==> src/rtl/scancode_pkg.sv <==
// Shared types and constants for the keycode to PS/2 set-2 scancode encoder.
// Optional macro SCANCODE_PAUSE_EN adds the PAUSE key sequence.
package scancode_pkg;

  typedef enum logic [2:0] {
    IDLE      = 3'd0,
    PREFIX    = 3'd1,
    BREAK     = 3'd2,
    CODE      = 3'd3
`ifdef SCANCODE_PAUSE_EN
    , PAUSE_SEQ = 3'd4
`endif
  } state_t;

  localparam logic [7:0] PREFIX_E0 = 8'hE0;
  localparam logic [7:0] PREFIX_F0 = 8'hF0;
  localparam logic [7:0] PREFIX_E1 = 8'hE1;

  localparam logic [7:0] KEY_NONE     = 8'h00;
  localparam logic [7:0] KEY_A        = 8'h01;
  localparam logic [7:0] KEY_Z        = 8'h1A;
  localparam logic [7:0] KEY_0        = 8'h1B;
  localparam logic [7:0] KEY_9        = 8'h24;
  localparam logic [7:0] KEY_SPACE    = 8'h2A;
  localparam logic [7:0] KEY_LSHIFT   = 8'h2D;
  localparam logic [7:0] KEY_LCTRL    = 8'h2E;
  localparam logic [7:0] KEY_LALT     = 8'h2F;
  localparam logic [7:0] KEY_ENTER    = 8'h30;
  localparam logic [7:0] KEY_DELETE   = 8'h45;
  localparam logic [7:0] KEY_UP       = 8'h47;
  localparam logic [7:0] KEY_KP_SLASH = 8'h59;
  localparam logic [7:0] KEY_PAUSE    = 8'h5A;

`ifdef SCANCODE_PAUSE_EN
  // PAUSE has no break code; make is a fixed eight-byte burst.
  function automatic logic [7:0] pause_byte(input logic [2:0] idx);
    logic [7:0] b;
    case (idx)
      3'd0:    b = PREFIX_E1;
      3'd1:    b = 8'h14;
      3'd2:    b = 8'h77;
      3'd3:    b = PREFIX_E1;
      3'd4:    b = PREFIX_F0;
      3'd5:    b = 8'h14;
      3'd6:    b = PREFIX_F0;
      3'd7:    b = 8'h77;
      default: b = 8'h00;
    endcase
    return b;
  endfunction
`endif

endpackage

==> src/rtl/keycode_lut.sv <==
// Combinational keycode -> set-2 code byte lookup with E0-prefix and valid flags.
module keycode_lut
  import scancode_pkg::*;
(
  input  logic [7:0] keycode_i,
  output logic [7:0] code_o,
  output logic       e0_o,
  output logic       valid_o
);

  always_comb begin
    code_o  = 8'h00;
    e0_o    = 1'b0;
    valid_o = 1'b1;
    case (keycode_i)
      8'h01: code_o = 8'h1C;  8'h02: code_o = 8'h32;  8'h03: code_o = 8'h21;
      8'h04: code_o = 8'h23;  8'h05: code_o = 8'h24;  8'h06: code_o = 8'h2B;
      8'h07: code_o = 8'h34;  8'h08: code_o = 8'h33;  8'h09: code_o = 8'h43;
      8'h0A: code_o = 8'h3B;  8'h0B: code_o = 8'h42;  8'h0C: code_o = 8'h4B;
      8'h0D: code_o = 8'h3A;  8'h0E: code_o = 8'h31;  8'h0F: code_o = 8'h44;
      8'h10: code_o = 8'h4D;  8'h11: code_o = 8'h15;  8'h12: code_o = 8'h2D;
      8'h13: code_o = 8'h1B;  8'h14: code_o = 8'h2C;  8'h15: code_o = 8'h3C;
      8'h16: code_o = 8'h2A;  8'h17: code_o = 8'h1D;  8'h18: code_o = 8'h22;
      8'h19: code_o = 8'h35;  8'h1A: code_o = 8'h1A;
      // Digits: keycode 1B is '0', then '1'..'9'.
      8'h1B: code_o = 8'h45;  8'h1C: code_o = 8'h16;  8'h1D: code_o = 8'h1E;
      8'h1E: code_o = 8'h26;  8'h1F: code_o = 8'h25;  8'h20: code_o = 8'h2E;
      8'h21: code_o = 8'h36;  8'h22: code_o = 8'h3D;  8'h23: code_o = 8'h3E;
      8'h24: code_o = 8'h46;
      8'h25: code_o = 8'h76;  8'h26: code_o = 8'h66;  8'h27: code_o = 8'h0D;
      8'h28: code_o = 8'h58;  8'h29: code_o = 8'h77;  8'h2A: code_o = 8'h29;
      8'h2B: code_o = 8'h05;  8'h2C: code_o = 8'h06;  8'h2D: code_o = 8'h12;
      8'h2E: code_o = 8'h14;  8'h2F: code_o = 8'h11;  8'h30: code_o = 8'h5A;
      8'h31: code_o = 8'h7E;
      8'h34: code_o = 8'h4E;  8'h35: code_o = 8'h55;  8'h36: code_o = 8'h54;
      8'h37: code_o = 8'h5B;  8'h38: code_o = 8'h5D;  8'h39: code_o = 8'h4C;
      8'h3A: code_o = 8'h52;  8'h3B: code_o = 8'h0E;  8'h3C: code_o = 8'h41;
      8'h3D: code_o = 8'h49;  8'h3E: code_o = 8'h4A;  8'h3F: code_o = 8'h59;
      8'h4C: code_o = 8'h70;  8'h4D: code_o = 8'h69;  8'h4E: code_o = 8'h72;
      8'h4F: code_o = 8'h7A;  8'h50: code_o = 8'h6B;  8'h51: code_o = 8'h73;
      8'h52: code_o = 8'h74;  8'h53: code_o = 8'h6C;  8'h54: code_o = 8'h75;
      8'h55: code_o = 8'h7D;  8'h56: code_o = 8'h71;  8'h57: code_o = 8'h79;
      8'h58: code_o = 8'h7B;
      8'h32: begin code_o = 8'h1F; e0_o = 1'b1; end
      8'h33: begin code_o = 8'h2F; e0_o = 1'b1; end
      8'h40: begin code_o = 8'h7C; e0_o = 1'b1; end
      8'h41: begin code_o = 8'h70; e0_o = 1'b1; end
      8'h42: begin code_o = 8'h6C; e0_o = 1'b1; end
      8'h43: begin code_o = 8'h7D; e0_o = 1'b1; end
      8'h44: begin code_o = 8'h7A; e0_o = 1'b1; end
      8'h45: begin code_o = 8'h71; e0_o = 1'b1; end
      8'h46: begin code_o = 8'h69; e0_o = 1'b1; end
      8'h47: begin code_o = 8'h75; e0_o = 1'b1; end
      8'h48: begin code_o = 8'h72; e0_o = 1'b1; end
      8'h49: begin code_o = 8'h6B; e0_o = 1'b1; end
      8'h4A: begin code_o = 8'h74; e0_o = 1'b1; end
      8'h59: begin code_o = 8'h4A; e0_o = 1'b1; end
      default: valid_o = 1'b0;
    endcase
  end

endmodule

==> src/rtl/keycode_to_scancode.sv <==
// Serialises one keycode request into set-2 scancode bytes over a strobe/ready link.
// Optional macro SCANCODE_PAUSE_EN enables the PAUSE (keycode 5A) make sequence.
module keycode_to_scancode
  import scancode_pkg::*;
(
  input  logic       clk,
  input  logic       rst,
  input  logic [7:0] key_data,
  input  logic       key_broken,
  input  logic       key_data_stb,
  output logic       key_ready,
  output logic [7:0] tx_data,
  output logic       tx_stb,
  input  logic       tx_ready,
  output logic       key_invalid
);

  state_t     state_q, state_d;
  logic [7:0] code_q, code_d;
  logic       brk_q, brk_d;
  logic [7:0] tx_data_q, tx_data_d;
  logic       tx_stb_q, tx_stb_d;
  logic       key_invalid_q, key_invalid_d;
`ifdef SCANCODE_PAUSE_EN
  logic [2:0] idx_q, idx_d;
`endif

  logic [7:0] lut_code_s;
  logic       lut_e0_s;
  logic       lut_valid_s;
  logic       accept_s;
  logic       hs_s;

  keycode_lut u_lut (
    .keycode_i (key_data),
    .code_o    (lut_code_s),
    .e0_o      (lut_e0_s),
    .valid_o   (lut_valid_s)
  );

  assign accept_s    = key_data_stb && (state_q == IDLE);
  assign hs_s        = tx_stb_q && tx_ready;
  assign key_ready   = (state_q == IDLE);
  assign tx_data     = tx_data_q;
  assign tx_stb      = tx_stb_q;
  assign key_invalid = key_invalid_q;

  always_comb begin
    state_d       = state_q;
    code_d        = code_q;
    brk_d         = brk_q;
    tx_data_d     = tx_data_q;
    tx_stb_d      = tx_stb_q;
    key_invalid_d = 1'b0;
`ifdef SCANCODE_PAUSE_EN
    idx_d         = idx_q;
`endif
    case (state_q)
      IDLE: begin
        if (accept_s) begin
          code_d = lut_code_s;
          brk_d  = key_broken;
`ifdef SCANCODE_PAUSE_EN
          if (key_data == KEY_PAUSE) begin
            if (!key_broken) begin
              state_d   = PAUSE_SEQ;
              idx_d     = 3'd0;
              tx_data_d = pause_byte(3'd0);
              tx_stb_d  = 1'b1;
            end else begin
              state_d = IDLE;
            end
          end else
`endif
          if (!lut_valid_s) begin
            key_invalid_d = 1'b1;
          end else if (lut_e0_s) begin
            state_d   = PREFIX;
            tx_data_d = PREFIX_E0;
            tx_stb_d  = 1'b1;
          end else if (key_broken) begin
            state_d   = BREAK;
            tx_data_d = PREFIX_F0;
            tx_stb_d  = 1'b1;
          end else begin
            state_d   = CODE;
            tx_data_d = lut_code_s;
            tx_stb_d  = 1'b1;
          end
        end else begin
          state_d = IDLE;
        end
      end
      PREFIX: begin
        if (hs_s) begin
          state_d   = brk_q ? BREAK : CODE;
          tx_data_d = brk_q ? PREFIX_F0 : code_q;
        end else begin
          state_d = PREFIX;
        end
      end
      BREAK: begin
        if (hs_s) begin
          state_d   = CODE;
          tx_data_d = code_q;
        end else begin
          state_d = BREAK;
        end
      end
      CODE: begin
        if (hs_s) begin
          state_d   = IDLE;
          tx_data_d = 8'h00;
          tx_stb_d  = 1'b0;
        end else begin
          state_d = CODE;
        end
      end
`ifdef SCANCODE_PAUSE_EN
      PAUSE_SEQ: begin
        if (hs_s && (idx_q == 3'd7)) begin
          state_d   = IDLE;
          tx_data_d = 8'h00;
          tx_stb_d  = 1'b0;
        end else if (hs_s) begin
          idx_d     = idx_q + 3'd1;
          tx_data_d = pause_byte(idx_q + 3'd1);
        end else begin
          state_d = PAUSE_SEQ;
        end
      end
`endif
      default: begin
        state_d   = IDLE;
        tx_data_d = 8'h00;
        tx_stb_d  = 1'b0;
      end
    endcase
  end

  // State and output registers; reset aborts any partial sequence.
  always_ff @(posedge clk or posedge rst) begin
    if (rst) begin
      state_q       <= IDLE;
      code_q        <= 8'h00;
      brk_q         <= 1'b0;
      tx_data_q     <= 8'h00;
      tx_stb_q      <= 1'b0;
      key_invalid_q <= 1'b0;
`ifdef SCANCODE_PAUSE_EN
      idx_q         <= 3'd0;
`endif
    end else begin
      state_q       <= state_d;
      code_q        <= code_d;
      brk_q         <= brk_d;
      tx_data_q     <= tx_data_d;
      tx_stb_q      <= tx_stb_d;
      key_invalid_q <= key_invalid_d;
`ifdef SCANCODE_PAUSE_EN
      idx_q         <= idx_d;
`endif
    end
  end

endmodule

==> config.mk <==
export PLATFORM = sky130hd
export DESIGN_NAME = keycode_to_scancode
export DESIGN_NICKNAME = d
export VERILOG_FILES = /design/src/rtl/scancode_pkg.sv /design/src/rtl/keycode_lut.sv /design/src/rtl/keycode_to_scancode.sv
export SDC_FILE = /design/constraint.sdc
export NUM_CORES = 1
export LEC_CHECK = 0
export ABC_CLOCK_PERIOD_IN_PS = 2150
export CORE_MARGIN = 8
export CORE_UTILIZATION = 46
export CTS_BUF_LIST = sky130_fd_sc_hd__clkbuf_4
export CTS_CLUSTER_DIAMETER = 150
export DETAILED_ROUTE_END_ITERATION = 10
export PLACE_DENSITY = 0.7
export SLEW_MARGIN = 20
export SYNTH_ARGS = -nofsm -noshare
export SYNTH_HDL_FRONTEND = slang
export SYNTH_HIERARCHICAL = 1
export SYNTH_SLANG_ARGS = --single-unit
==> constraint.sdc <==
create_clock -name clk -period 2.15 [get_ports clk]
set_input_delay 0.5375 -clock clk [delete_from_list [all_inputs] [get_ports clk]]
set_output_delay 0.5375 -clock clk [all_outputs]
set_load 0.02 [all_outputs]
==> flow_summary.ini <==
[outcome]
violations = negative setup slack
outcome = finished, violations left

[synthesis]
yosysWarnings = 6
synthMuxAreaShare_pct = 5.13
yosys.area_share.simple_pct = 32.6
synthCells = 408
synth_top_cell_by_area = dfrtp_1
ys.flop_type = dfrtp_1
synth_top_family_by_area = simple AND/OR/NAND/NOR gates
synthAdderAreaFrac_pct = 1.99
ys_seq_area_share_pct = 17.1
synth_compound_area_share_pct = 31.1
synth_area_mm2 = 0.00308
synth-edff-count = 0
synth_xor_area_share_pct = 0.570
avgSynthCellArea_um2 = 7.54
synth_cell_types = 79
syn_nets = 425
synth_area_leaders = dfrtp_1 (17%), nand2_1 (4.9%), a21oi_1 (4.2%), buf_6 (3.7%), mux2_2 (3.7%)
async_reset_ff_share_pct = 100
synth_top_area_share_pct = 17.1
synth_seq_cells = 21

[clocking]
cts_made_buffers = 3
clockBufferDepth = 2
cts_hold_buf = 0
clock-sinks = 21
cts_root_buf = clkbuf_4
clock_latency_ps = 310
path_clk_slew_ps = 120
tritoncts = yes
htreeDepth = 1

[final_layout]
utilization_pct = 72.8
syn_to_final_growth_pct = 57.2
diodes = 0
drive_gt1_share_pct = 45.0
fill_cells = 516
multi_input_area_mm2 = 0.00249
fin_area_mm2 = 0.00484
seqCellArea_um2 = 526
final_nets = 573

[worst_setup_path]
crit_chain = buf_8 -> buf_4 -> nor4b_2 -> nand2_1 -> o32ai_2 -> nor4_2 -> o2111ai_2 -> a21bo_2 -> and3_4 -> mux2_4
crit_fanout = 6
required_ps = 2360
crit_slowest_cell = nor4b_2
crit_family = simple AND/OR/NAND/NOR gates
critPathArrivalTime_ps = 2740
worst-path-buf-inv = 2
path_class = primary input to flip-flop
max_stage_delay_ps = 510
crit_path_end_kind = flip-flop
startpoint_type = primary input

[floorplanning]
start_util_pct = 46.3
die_h_um = 97.8
coreArea_mm2 = 0.00664
fp-row-count = 30
ios = 24
die_area_mm2 = 0.00956
fp.dieW_um = 97.8

[power]
netSwitchingFraction_pct = 41.8
ir_worst_vdd_mv = 0.298
power_density_mw_per_mm2 = 634
p_switching_uw = 1280
p_int_uw = 1780
power.share.clock_pct = 6.8
power.leakage_uw = 0.00209
pwr-share-seq_pct = 24.1
combPwrFrac_pct = 69.1

[route]
vias = 4085
drt_wl_total_mm = 13.7
vias_per_cell = 6.43
drtIter0Drc = 395
dr.pass1.iters = 5
drc_errors = 0
ant_nets = 0
post_drt_wl_per_cell_um = 21.6

[timing]
setup_violations = 17
finClkSkew_ps = 5.06
period_needed_ps = 2530
final_hold_viol_count = 0
period_share_pct = 118
rsz0062_at_grt = yes
slew_viol_final = 0
slew_headroom_pct = 59.9
tightest_slew_ps = 592
finalWorstSetupSlack_ps = -383
max_freq_mhz = 395

[grt]
track_usage_pct = 27.3
grt_pass1_vias = 4013
grt_pass1_wl_mm = 21.1
grt_max_degree = 22
antenna_found_initial = 0
grt_overflow = 0

[placement]
place.gp.congestion = 1.06
port_buffers = 23
dpl_cell_area_mm2 = 0.00422
dpl.hpwl_mm = 10.2

[job]
maxCapViolations = 0

[hold_path]
hold_path.class = flip-flop to flip-flop
## what timing repair did
action                                  CTS  global route
resized for setup                       119            32
endpoints found under the setup margin   20            19
buffers inserted                         18             4
pin swaps                                36            17
cloned                                    2             0
## path summary, 6_finish.rpt
path	slack [ps]	depth (start not counted)	start	end
setup / recovery	-380	10	key_data[5]	tx_data[5]$_DFFE_PP0P_
hold / removal	520	1	code_q[4]$_DFFE_PP0P_	code_q[4]$_DFFE_PP0P_
setup reg to reg	290	5	state_q[1]$_DFFE_PP0P_	code_q[7]$_DFFE_PP0P_
hold reg to reg	520	1	code_q[4]$_DFFE_PP0P_	code_q[4]$_DFFE_PP0P_
max in group asynchronous	1370	3	rst	code_q[0]$_DFFE_PP0P_
min in group asynchronous	560	3	rst	tx_data[7]$_DFFE_PP0P_
## final cells by class
class | count | area share, %
sequential | 21 | 10.9
clock buffer | 4 | 0.621
multi-input combinational | 332 | 51.4
inverter | 11 | 0.854
tap | 80 | 2.07
timing repair buffer | 187 | 34.2
## power by group through the flow
stage	Sequential, uW	Combinational, uW	Clock [uW]
global placement	727	1850	0
floorplan	817	1130	0
CTS	735	2060	210
global route	759	2260	220
detailed placement	740	1890	0
finish	738	2120	208
## flip-flops by register name, indices dropped and copies added, names as in the netlist
signal / cells
code_q: 8
tx_data: 8
key_invalid: 1
brk_q: 1
tx_stb: 1
state_q: 2
## layout by cell type (no fill, tap or decap), types with 14 or more instances in the layout
cell type        count
a21oi_1             23
a31oi_1             17
buf_4              132
buf_6               28
clkdlybuf4s50_1     14
dfrtp_1             21
nand2_1             38
nand3_1             15
nor2_1              20
o21ai_1             15
## stage by stage
stage	hold slack, ps	power [uW]	TNS [ps]	std cells	setup WS, ps
4_1_cts	522	3000	-4370	631	-378
5_1_grt	544	3240	-5420	635	-436
3_3_place_gp	484	2580	-19380	608	-1170
2_1_floorplan	474	1940	-5560	408	-660
6_report	522	3060	-4520	635	-383
3_5_place_dp	490	2630	-20060	608	-1190
## kinds of logic (layout without fill, tap and decap cells)
logic type      after synthesis  after routing
simple gates                171            171
compound gates              140            140
buf+inv                      55            202
flops                        21             21
mux                          13             13
fa+ha+maj                     5              5
xor+xnor                      2              2
other cells                   1              1
## metal layers
layer  wire length (um)  track usage, %
met5                  0               0
met4                767            16.2
met3               1110            5.41
met2               6710            48.3
met1               5130            29.4
## Yosys cell counts (all sizes together) (3+ instances only)
library cell,instances
or4,3
a22oi,4
o2111ai,3
inv,11
a31o,3
nor3,13
nand2b,13
a32oi,7
o21ai,25
or3,6
or4b,3
nor3b,4
o211ai,6
a21oi,26
buf,38
a31oi,17
nor2b,11
dfrtp,21
nand2,40
mux2,13
or3b,3
o31ai,3
a21boi,3
nand4,7
nand3b,3
nand3,16
a21o,5
o22ai,12
nor4,6
o32ai,4
ha,4
nor4b,6
clkbuf,6
nor2,24
Note: power is estimated with default switching activity, not from simulation.
